**config.mk**
```make
export PLATFORM = sky130hd
export DESIGN_NAME = fsm_job_arbiter
export DESIGN_NICKNAME = d
export VERILOG_FILES = /design/src/rtl/fsm_job_arbiter.sv
export SDC_FILE = /design/constraint.sdc
export NUM_CORES = 1
export LEC_CHECK = 0
export CAP_MARGIN = 10
export CORE_MARGIN = 2
export CORE_UTILIZATION = 35
export CTS_BUF_LIST = sky130_fd_sc_hd__clkbuf_2
export DETAILED_ROUTE_END_ITERATION = 6
export GPL_TIMING_DRIVEN = 1
export PLACE_DENSITY = 0.68
export SETUP_SLACK_MARGIN = 0.05
export SLEW_MARGIN = 20
export SYNTH_ARGS = -nofsm -noshare
export SYNTH_HDL_FRONTEND = slang
export SYNTH_SLANG_ARGS = --single-unit
```
**constraint.sdc**
```tcl
create_clock -name clk -period 3.5 [get_ports clk]
set_input_delay 0.525 -clock clk [delete_from_list [all_inputs] [get_ports clk]]
set_output_delay 0.525 -clock clk [all_outputs]
set_load 0.01 [all_outputs]
```
**src/rtl/fsm_job_arbiter.sv**
```systemverilog
// fsm_job_arbiter: shares one start/flag_done sequencing engine among N_REQ
// requesters. Round-robin arbitration with one job in flight. The arbiter
// issues a one-cycle engine start, waits for flag_done or a timeout, and then
// returns a done or err pulse to the owning requester.
//
// Handshake summary: a requester raises req and keeps it high until it sees
// its done or err pulse. The owner sees grant from the ISSUE cycle through the
// RELEASE cycle. eng_start is high for exactly one cycle per job.
// eng_flag_done is only looked at while the job is in WAIT. Every output comes
// straight from a register or from a decode of the state register, so there is
// no combinational path from any input to any output.
module fsm_job_arbiter #(
    parameter int N_REQ   = 4,
    parameter int TIMEOUT = 16,
    parameter int ID_W    = 2
) (
    input  logic             clk,
    input  logic             rst_n,
    input  logic [N_REQ-1:0] req,
    input  logic             hold,
    output logic [N_REQ-1:0] grant,
    output logic [ID_W-1:0]  grant_id,
    output logic [N_REQ-1:0] done,
    output logic [N_REQ-1:0] err,
    output logic             busy,
    output logic             eng_start,
    input  logic             eng_flag_done,
    output logic [1:0]       dbg_state
);

    localparam int CNT_W = (TIMEOUT > 1) ? $clog2(TIMEOUT) : 1;

    typedef enum logic [1:0] {
        S_ARB     = 2'd0,
        S_ISSUE   = 2'd1,
        S_WAIT    = 2'd2,
        S_RELEASE = 2'd3
    } state_t;

    state_t             state_q, state_d;
    logic [N_REQ-1:0]   grant_q, grant_d;
    logic [ID_W-1:0]    grant_id_q, grant_id_d;
    logic [ID_W-1:0]    last_id_q, last_id_d;
    logic [CNT_W-1:0]   cnt_q, cnt_d;
    logic [N_REQ-1:0]   done_q, done_d;
    logic [N_REQ-1:0]   err_q, err_d;

    // Round-robin pick signals.
    logic [N_REQ-1:0]   hi_mask;
    logic [N_REQ-1:0]   masked_req;
    logic [N_REQ-1:0]   cand_req;
    logic [ID_W-1:0]    pick_id;
    logic [N_REQ-1:0]   pick_onehot;

    // Round-robin pick: prefer the lowest request strictly above last_id.
    // If there is none, wrap to the lowest request overall.
    always_comb begin
        hi_mask     = '0;
        pick_id     = '0;
        pick_onehot = '0;
        for (int i = 0; i < N_REQ; i++) begin
            hi_mask[i] = (i > int'(last_id_q));
        end
        masked_req = req & hi_mask;
        cand_req   = (|masked_req) ? masked_req : req;
        // Scan downwards so that the lowest set index is the one left standing.
        for (int i = N_REQ - 1; i >= 0; i--) begin
            if (cand_req[i]) begin
                pick_id = ID_W'(i);
            end
        end
        pick_onehot[pick_id] = |cand_req;
    end

    // Next-state and next-register computation for the job sequencer.
    always_comb begin
        state_d    = state_q;
        grant_d    = grant_q;
        grant_id_d = grant_id_q;
        last_id_d  = last_id_q;
        cnt_d      = cnt_q;
        done_d     = '0;
        err_d      = '0;
        case (state_q)
            S_ARB: begin
                if (!hold && (|req)) begin
                    grant_d    = pick_onehot;
                    grant_id_d = pick_id;
                    state_d    = S_ISSUE;
                end
            end
            S_ISSUE: begin
                cnt_d   = '0;
                state_d = S_WAIT;
            end
            S_WAIT: begin
                // Completion beats a timeout that lands in the same cycle.
                if (eng_flag_done) begin
                    done_d  = grant_q;
                    state_d = S_RELEASE;
                end else if (cnt_q == CNT_W'(TIMEOUT - 1)) begin
                    err_d   = grant_q;
                    state_d = S_RELEASE;
                end else begin
                    cnt_d = cnt_q + CNT_W'(1);
                end
            end
            S_RELEASE: begin
                // grant stays up through this cycle, which covers the engine's
                // DONE cycle. It drops on the way back to ARB.
                grant_d   = '0;
                last_id_d = grant_id_q;
                state_d   = S_ARB;
            end
            default: begin
                grant_d = '0;
                state_d = S_ARB;
            end
        endcase
    end

    // State register. An asynchronous reset aborts any job silently.
    always_ff @(posedge clk or negedge rst_n) begin
        if (!rst_n) begin
            state_q <= S_ARB;
        end else begin
            state_q <= state_d;
        end
    end

    // Datapath registers: owner, last owner, WAIT counter and completion pulses.
    always_ff @(posedge clk or negedge rst_n) begin
        if (!rst_n) begin
            grant_q    <= '0;
            grant_id_q <= '0;
            // Point at the top index so that requester 0 has highest priority.
            last_id_q  <= ID_W'(N_REQ - 1);
            cnt_q      <= '0;
            done_q     <= '0;
            err_q      <= '0;
        end else begin
            grant_q    <= grant_d;
            grant_id_q <= grant_id_d;
            last_id_q  <= last_id_d;
            cnt_q      <= cnt_d;
            done_q     <= done_d;
            err_q      <= err_d;
        end
    end

    assign grant     = grant_q;
    assign grant_id  = grant_id_q;
    assign done      = done_q;
    assign err       = err_q;
    assign busy      = (state_q != S_ARB);
    assign eng_start = (state_q == S_ISSUE);
    assign dbg_state = state_q;

endmodule

```
# ---- After elaboration in Yosys (flattened, before gate mapping)
# Cells that the tools add are included.
dict set report word_totals {
  output_inout_bits 18
  in_bits 8
  reg_bits 22
}
dict set report op_classes {
  order_cmp 5
  n_reduce_logical 14
  muxes 21
  add_sub_neg 1
  bitwise 2
  eq_ne 8
}
# operator count
set op_table {}
lappend op_table {{4-bit 2-to-1 mux} 9}
lappend op_table {{4-bit one-hot mux with 2 select lines} 2}
lappend op_table {{2-bit 2-to-1 mux} 7}
lappend op_table {{4-bit OR reduction} 3}
lappend op_table {{4-bit AND} 2}
lappend op_table {{2-bit one-hot mux with 4 select lines} 1}
lappend op_table {{2-bit inequality test (second input constant)} 3}
lappend op_table {{2-bit AND reduction} 3}
lappend op_table {{2-bit nonzero test} 3}
lappend op_table {{4-bit by 1-bit adder with 4-bit output (second input constant)} 1}
lappend op_table {{2-bit equality test (second input constant)} 2}
lappend op_table {{4-bit equality test (second input constant)} 1}
lappend op_table {{2-bit greater-than comparator (first input constant)} 2}
lappend op_table {{2-bit by 3-bit less-than comparator with 1-bit output (second input constant)} 1}
lappend op_table {{3-bit inequality test (second input constant)} 1}
lappend op_table {{3-bit AND reduction} 1}
lappend op_table {{1-bit demux with 2-bit select} 1}
lappend op_table {{2-bit by 1-bit equality test with 1-bit output (second input constant)} 1}
lappend op_table {{2-bit by 1-bit greater-or-equal comparator with 1-bit output (second input constant)} 1}
lappend op_table {{1-bit by 2-bit greater-than comparator with 1-bit output (first input constant)} 1}
lappend op_table {{1-bit logical AND} 2}
lappend op_table {{2-bit zero test} 1}
lappend op_table {{1-bit zero test} 1}
lappend op_table {{1-bit 2-to-1 mux} 1}

# ---- Logic depth before layout (Yosys ltp)
# Gate-level depths: netlist of run 1.
dict set report depth {
  word_depth 15
  ltp_mapped 7
}

# ---- Least setup slack after synthesis of run 1
# Ideal clock, no wire load.
dict set report synth_timing {
  path_kind {reg2reg}
  startpoint {register state_q[0] (netlist: dbg_state[0])}
  endpoint {register grant_q[1] (netlist: grant[1])}
  setup_slack_ns 1.983
  arrival_time_ns 1.406
  path_stages_with_launch 7
  t_required_ns 3.390
  cell_sequence {dfrtp_1 > inv_1 > ha_1 > nand2b_1 > or2_1 > clkbuf_1 > o41ai_1}
}
dict set report synth_between {
  elab_chain_len 3
  word_cells_on_any_way 6
}
# item line
set synth_lines {}
lappend synth_lines {{from (decl)} 40} ;# state_t state_q, state_d;
lappend synth_lines {{from (signal assigned)} 127} ;# state_q <= state_d;
lappend synth_lines {{2-bit equality test or 2-bit zero test (tied branches)} 84} ;# case (state_q)
lappend synth_lines {{2-bit nonzero test (no line) or 2-bit inequality test (tied branches)} --}
lappend synth_lines {{2-bit AND reduction (no line)} --}
lappend synth_lines {{to (signal assigned)} 142} ;# grant_q <= grant_d;
lappend synth_lines {{to (decl)} 41} ;# logic [N_REQ-1:0] grant_q, grant_d;
# Several ways; a longest one is shown, not always the timed one.
# A chain may end at the register's enable or synchronous reset.

# ---- Worst setup path after layout of run 1
dict set report layout_timing {
  startpoint {register state_q[0] (netlist: dbg_state[0])}
  endpoint {output busy}
}
dict set report layout_between {
  elab_chain_len 1
}
# item line
set layout_lines {}
lappend layout_lines {{2-bit nonzero test} 155} ;# assign busy = (state_q != S_ARB);
lappend layout_lines {{to (decl)} 25} ;# output logic busy,
# No other way between the ends.

==> impl_metrics.env, run 1 <==
export IMPL_wl_per_cell_um=13.5
export IMPL_die_area_sq_mm=0.00354
export IMPL_layout_drive_gt1_share_pct=9.23
export IMPL_syn_to_final_growth_pct=27.9
export IMPL_crit_required_ns=2.97
export IMPL_rr_startpoint="dbg_state[0]"
export IMPL_muxShareOfSynthArea_pct=0
export IMPL_max_stage_delay_ns=0.53
export IMPL_core_area_sq_mm=0.00298
export IMPL_setup_violations=0
export IMPL_rrSetupSlack_ns=1.83
export IMPL_synth_main_ff_cell="dfrtp_1"
export IMPL_cp_data_arrival_time_ns=1.74
export IMPL_end_kind="output port"
export IMPL_synthAdderAreaFrac_pct=6.97
export IMPL_switching_share_pct=38.8
export IMPL_cp_depth=4
export IMPL_port_buffers=25
export IMPL_ys_async_sr_fraction_pct=100
export IMPL_synth_cells=104
export IMPL_holdBufCountCts=0
export IMPL_p_clk_share_pct=11.1
export IMPL_grt_usage_pct=14.2
export IMPL_syn_nets=118
export IMPL_drt_initial_drc_count=23
export IMPL_num_rows=20
export IMPL_drv_slew=0
export IMPL_ctsResizeCount=0
export IMPL_netSwitchingPower_w=0.000361
export IMPL_rsz0062_at_grt="false"
export IMPL_syn_area_sq_mm=0.00108
export IMPL_path_common_cell="inv_1"
export IMPL_cp_num_buf_inv=3
export IMPL_start_util_pct=36.2
export IMPL_outcome="finished clean"
export IMPL_dp_hpwl_mm=1.69
export IMPL_die_h_um=59.5
export IMPL_setup_tns_ns=0
export IMPL_synth_compound_area_share_pct=18.8
export IMPL_grt_first_pass_wirelength_mm=3.74
export IMPL_critical_path_class="flop to output port"
export IMPL_ios=26
export IMPL_crit_start="dbg_state[0]"
export IMPL_cp_endpoint="busy"
export IMPL_routed_wl_mm=2.19
export IMPL_cp_cell_sequence="inv_1 -> ha_1 -> inv_1 -> clkdlybuf4s50_1"
export IMPL_synth_most_common_cell="dfrtp_1"
export IMPL_layout_cells_non_filler=163
export IMPL_synth_simple_gate_area_share_pct=19.0
export IMPL_worstMarginPinSlew_ns=0.956
export IMPL_pwr_share_comb_pct=47.9
export IMPL_relSlewSlack_pct=36.1
export IMPL_synth_xor_area_share_pct=0
export IMPL_dpl_cell_count=159
export IMPL_clk_latency_ns=0.31
export IMPL_clock_sinks=22
export IMPL_p_per_area_mw_per_mm2=675
export IMPL_ant_nets=0
export IMPL_critical_path_max_fanout=5
export IMPL_n_fill_cell=292
export IMPL_antenna_found_initial=0
export IMPL_die_w_um=59.5
export IMPL_vias_per_cell=5.40
export IMPL_ir_drop_uv=303
export IMPL_synth_edf_count=0
export IMPL_path_clk_slew_ns=0.20
export IMPL_hold_depth=2
export IMPL_avgSynthCellArea_sq_um=10.4
export IMPL_hold_start="grant_id[1]"
export IMPL_min_period_ns=2.26
export IMPL_synth_top_area_share_pct=46.5
export IMPL_clock_skew_ns=0.00772
export IMPL_synth_top_family_by_area="simple AND/OR/NAND/NOR gates"
export IMPL_critPathLaunchType="flop"
export IMPL_critPathSlowestCell="clkdlybuf4s50_1"
export IMPL_hold_class="flop to flop"
export IMPL_first_pass_iters=4
export IMPL_synth_cell_type_count=35
export IMPL_r2r_end="grant[2]"
export IMPL_routed_via_count=880
export IMPL_grt_pass1_vias=835
export IMPL_synth_seq_area_share_pct=51.3
export IMPL_pwr_share_seq_pct=41.0
export IMPL_overflow=0
export IMPL_drc=0
export IMPL_hold_viol=0
export IMPL_total_power_w=0.000930
export IMPL_gp_congestion=0.751
export IMPL_post_cts_buffers=0
export IMPL_r2r_cells=5
export IMPL_grt_max_degree=23
export IMPL_diodes=0
export IMPL_cts_root_buf="clkbuf_2"
export IMPL_fin_crit_sh_pct=64.7
export IMPL_path_delay_family="buffers and inverters"
export IMPL_ys_top_cells_by_area="dfrtp_1 46%, ha_1 7.0%, dfstp_2 4.9%, a21oi_1 3.3%, nand2_1 3.1%"
export IMPL_internal_power_w=0.000570
export IMPL_maxCapViolCount=0
export IMPL_synth_seq_cells=22
export IMPL_cts_buffer_depth=2
export IMPL_cts_htree_levels=1
export IMPL_nNetsFinal=145
export IMPL_max_freq_mhz=442
export IMPL_cts_made_buffers=3
export IMPL_synth_commonest_cells="20 x dfrtp_1, 9 x nand2_1, 8 x inv_1"
export IMPL_cts_tree="yes"
export IMPL_ys_warnings_count=0
export IMPL_p_leak_nw=0.611
export IMPL_synth_top_area_cell="dfrtp_1"
sequential cells by signal, summed over array words and instances, names as in the netlist:
signal / count
grant: 4
done: 4
err: 4
grant_id: 2
dbg_state: 2
last_id_q: 2
cnt_q: 4
cell families after synthesis:
logic type               after synthesis
AO/OA/AOI/OAI                         29
adder cells (fa/ha/maj)                6
buffers and inverters                 11
flip-flops                            22
AND/OR/NAND/NOR                       36
power groups by stage:
| stage | Combinational, W | Clock [W] | Sequential (W) |
|---|---|---|---|
| 4_1_cts | 0.000450 | 0.000107 | 0.000382 |
| 3_5_place_dp | 0.000447 | 0 | 0.000387 |
| 5_1_grt | 0.000496 | 0.000119 | 0.000396 |
| 3_3_place_gp | 0.000434 | 0 | 0.000386 |
| 2_1_floorplan | 0.000253 | 0 | 0.000393 |
| 6_report | 0.000446 | 0.000103 | 0.000381 |
per-layer routing:
layer	GRT usage [%]	share of wire, %
met3	3.06	5.4
met1	17.7	44
met2	23.7	49
met5	0	0
met4	5.84	1.1
area by class of cell:
class	instances	area [sq um]	area share, %
flip-flops and latches	22	553	40.1
multi-input cells	71	483	35.1
repair buffers	25	250	18.2
well taps	33	41.3	3.00
inverters	8	30.0	2.18
clock buffers	4	20.0	1.45
layout by cell type, fill, tap and decap left out, types with 3 or more instances in the layout:
cell type and n:
nand2_1 9, and2_1 5, dfrtp_1 20, and3_1 4
inv_1 8, o2bb2ai_1 3, a21oi_1 7, o21ai_0 5
clkdlybuf4s50_1 25, clkbuf_2 4, ha_1 6
how the worst min path moves through the flow:
stage,to,slack (ns)
after floorplan,cnt_q[0],0.23
after global placement,grant_id[0],0.49
after detailed placement,grant_id[0],0.50
after CTS,grant_id[0],0.55
after global routing,grant_id[1],0.57
final,grant_id[1],0.55
through the flow:
step	cell area [sq um]	utilization, %	worst slack, ns	hold slack [ns]
4_1_cts	1380	46.3	1.22	0.552
6_report	1380	46.3	1.24	0.550
2_1_floorplan	1080	-	1.98	0.229
3_3_place_gp	1360	45.6	1.47	0.492
5_1_grt	1380	46.3	1.08	0.570
3_5_place_dp	1360	45.6	1.39	0.504
worst register-to-register path: cells and delay by family, from the launching register on:
family                     cells  cell delay (ns)
AOI/OAI and AO/OA              1             0.17
buffers and inverters          1             0.13
adders and majority gates      1             0.22
and+or+nand+nor                2             0.60
DFF                            1             0.48
(Power assumes the default switching activity.)
==> run 2, diff against run 1 <==
--- a/config.mk
+++ b/config.mk
@@ -11,7 +11,7 @@
 export CTS_BUF_LIST = sky130_fd_sc_hd__clkbuf_2
 export DETAILED_ROUTE_END_ITERATION = 6
 export GPL_TIMING_DRIVEN = 1
-export PLACE_DENSITY = 0.68
+export PLACE_DENSITY = 0.7
 export SETUP_SLACK_MARGIN = 0.05
 export SLEW_MARGIN = 20
 export SYNTH_ARGS = -nofsm -noshare
==> constraint.sdc (replaced) <==
create_clock -name clk -period 1.9 [get_ports clk]
set_input_delay 0.285 -clock clk [delete_from_list [all_inputs] [get_ports clk]]
set_output_delay 0.285 -clock clk [all_outputs]
set_load 0.01 [all_outputs]
==> run 2 against run 1 <==
Effect of this change: critical endpoint unchanged; via count rose by 1.9%; sequential cell count is the same; critical path depth unchanged; highest routed layer unchanged; cell count increased by 2.5%; global-route usage decreased by 0.52 points.
==> impl_metrics.env, run 2 (synthesis gave the netlist of run 1 again) <==
export IMPL_hold_viol=0
export IMPL_core_area_sq_mm=0.00298
export IMPL_max_freq_mhz=593
export IMPL_cts_root_buf="clkbuf_2"
export IMPL_dp_hpwl_mm=1.61
export IMPL_vias_per_cell=5.37
export IMPL_crit_required_ns=1.62
export IMPL_rsz0062_at_grt="false"
export IMPL_wl_per_cell_um=12.9
export IMPL_worstMarginPinSlew_ns=0.522
export IMPL_port_buffers=25
export IMPL_die_area_sq_mm=0.00354
export IMPL_diodes=0
export IMPL_critical_path_class="flop to output port"
export IMPL_critPathLaunchType="flop"
export IMPL_nNetsFinal=149
export IMPL_cts_tree="yes"
export IMPL_clock_skew_ns=0.0155
export IMPL_grt_first_pass_wirelength_mm=3.66
export IMPL_cts_buffer_depth=2
export IMPL_final_common_cell="clkdlybuf4s50_1"
export IMPL_antenna_found_initial=0
export IMPL_setup_tns_ns=0
export IMPL_holdBufCountCts=0
export IMPL_die_w_um=59.5
export IMPL_layout_drive_gt1_share_pct=11.9
export IMPL_maxCapViolCount=0
export IMPL_drc=0
export IMPL_gp_congestion=0.836
export IMPL_hold_class="primary input to async pin"
export IMPL_design_area_sq_mm=0.00143
export IMPL_drv_slew=0
export IMPL_p_per_area_mw_per_mm2=1310
export IMPL_grt_met3_usage_pct=2.40
export IMPL_cts_made_buffers=3
export IMPL_use_met1_pct=17.7
export IMPL_clk_latency_ns=0.33
export IMPL_routed_wl_mm=2.16
export IMPL_die_h_um=59.5
export IMPL_syn_to_final_growth_pct=32.8
export IMPL_start_util_pct=36.2
export IMPL_grt_busiest_layer="met2"
export IMPL_drt_initial_drc_count=20
export IMPL_fin_crit_sh_pct=88.7
export IMPL_use_met2_pct=21.7
export IMPL_grt_pass1_vias=857
export IMPL_grt_max_degree=17
export IMPL_ir_drop_uv=918
export IMPL_mostFrequentLayoutCells="23 x clkdlybuf4s50_1, 20 x dfrtp_1, 9 x nand2_1"
export IMPL_overflow=0
export IMPL_end_kind="output port"
export IMPL_grt_usage_pct=13.7
export IMPL_cp_data_arrival_time_ns=1.40
export IMPL_min_period_ns=1.69
export IMPL_outcome="finished clean"
export IMPL_placed_area_sq_mm=0.00137
export IMPL_p_leak_nw=0.644
export IMPL_first_pass_iters=4
export IMPL_critical_path_max_fanout=4
export IMPL_ios=26
export IMPL_num_rows=20
export IMPL_clock_sinks=22
export IMPL_routed_via_count=897
export IMPL_path_clk_slew_ns=0.20
export IMPL_ant_nets=0
export IMPL_relSlewSlack_pct=64.8
export IMPL_setup_violations=0
export IMPL_cts_htree_levels=1
==> run 2: area by class of cell <==
class | instances | area (sq um)
Fill cell | 273 | 1550
Sequential cell | 22 | 553
Multi-Input combinational cell | 71 | 483
Timing Repair Buffer | 29 | 278
Tap cell | 33 | 41.3
Clock inverter | 1 | 30.0
Inverter | 8 | 30.0
Clock buffer | 3 | 15.0
==> run 2: metal layers <==
layer / wire length, um / vias to the layer above
li1: - / 439
met1: 1070 / 421
met2: 944 / 32
met3: 105 / 5
met4: 38 / 0
met5: 0 / -
==> run 2: path summary, 6_finish.rpt <==
path	from	slack [ns]	endpoint	cells after the start
setup / recovery	dbg_state[1]	0.21	busy	4
hold / removal	rst_n	0.19	grant_id[0]	1
setup reg to reg	dbg_state[0]	0.27	grant[2]	4
hold reg to reg	grant_id[0]	0.54	grant_id[0]	2
max in group asynchronous	rst_n	1.19	grant[1]	2
min in group clk	grant_id[0]	0.54	grant_id[0]	2
==> run 2: what timing repair did <==
action | in CTS | in global routing
endpoints found under the hold margin | 0 | 0
setup endpoints to repair | 2 | 0
resized for setup | 2 | 0
setup buffers | 2 | 0
==> run 2: metrics by stage <==
stage               hold slack [ns]  cells  util, %  setup slack (ns)  power, W
finish                        0.194    167     48.0             0.214   0.00188
global route                  0.191    167     48.0             0.101   0.00201
CTS                           0.189    167     48.0             0.202   0.00188
detailed placement            0.501    161     46.1            0.0618   0.00154
global placement              0.499    161     46.1             0.108   0.00152
floorplan                   -0.0106    104        -             0.383   0.00119
==> run 2: report_power, final <==
group	leakage, nW	switching (W)	internal [W]
logic	0.326	0.000451	0.000413
registers	0.291	0.0000962	0.000593
clock network	0.0266	0.000145	0.000182
total	0.644	0.000692	0.00119
==> run 2: critical path: stages (launching register included) <==
cell           delay [ns]
dfrtp_1              0.42
inv_1                0.12
ha_1                 0.22
inv_1                0.05
dlygate4sd2_1        0.28
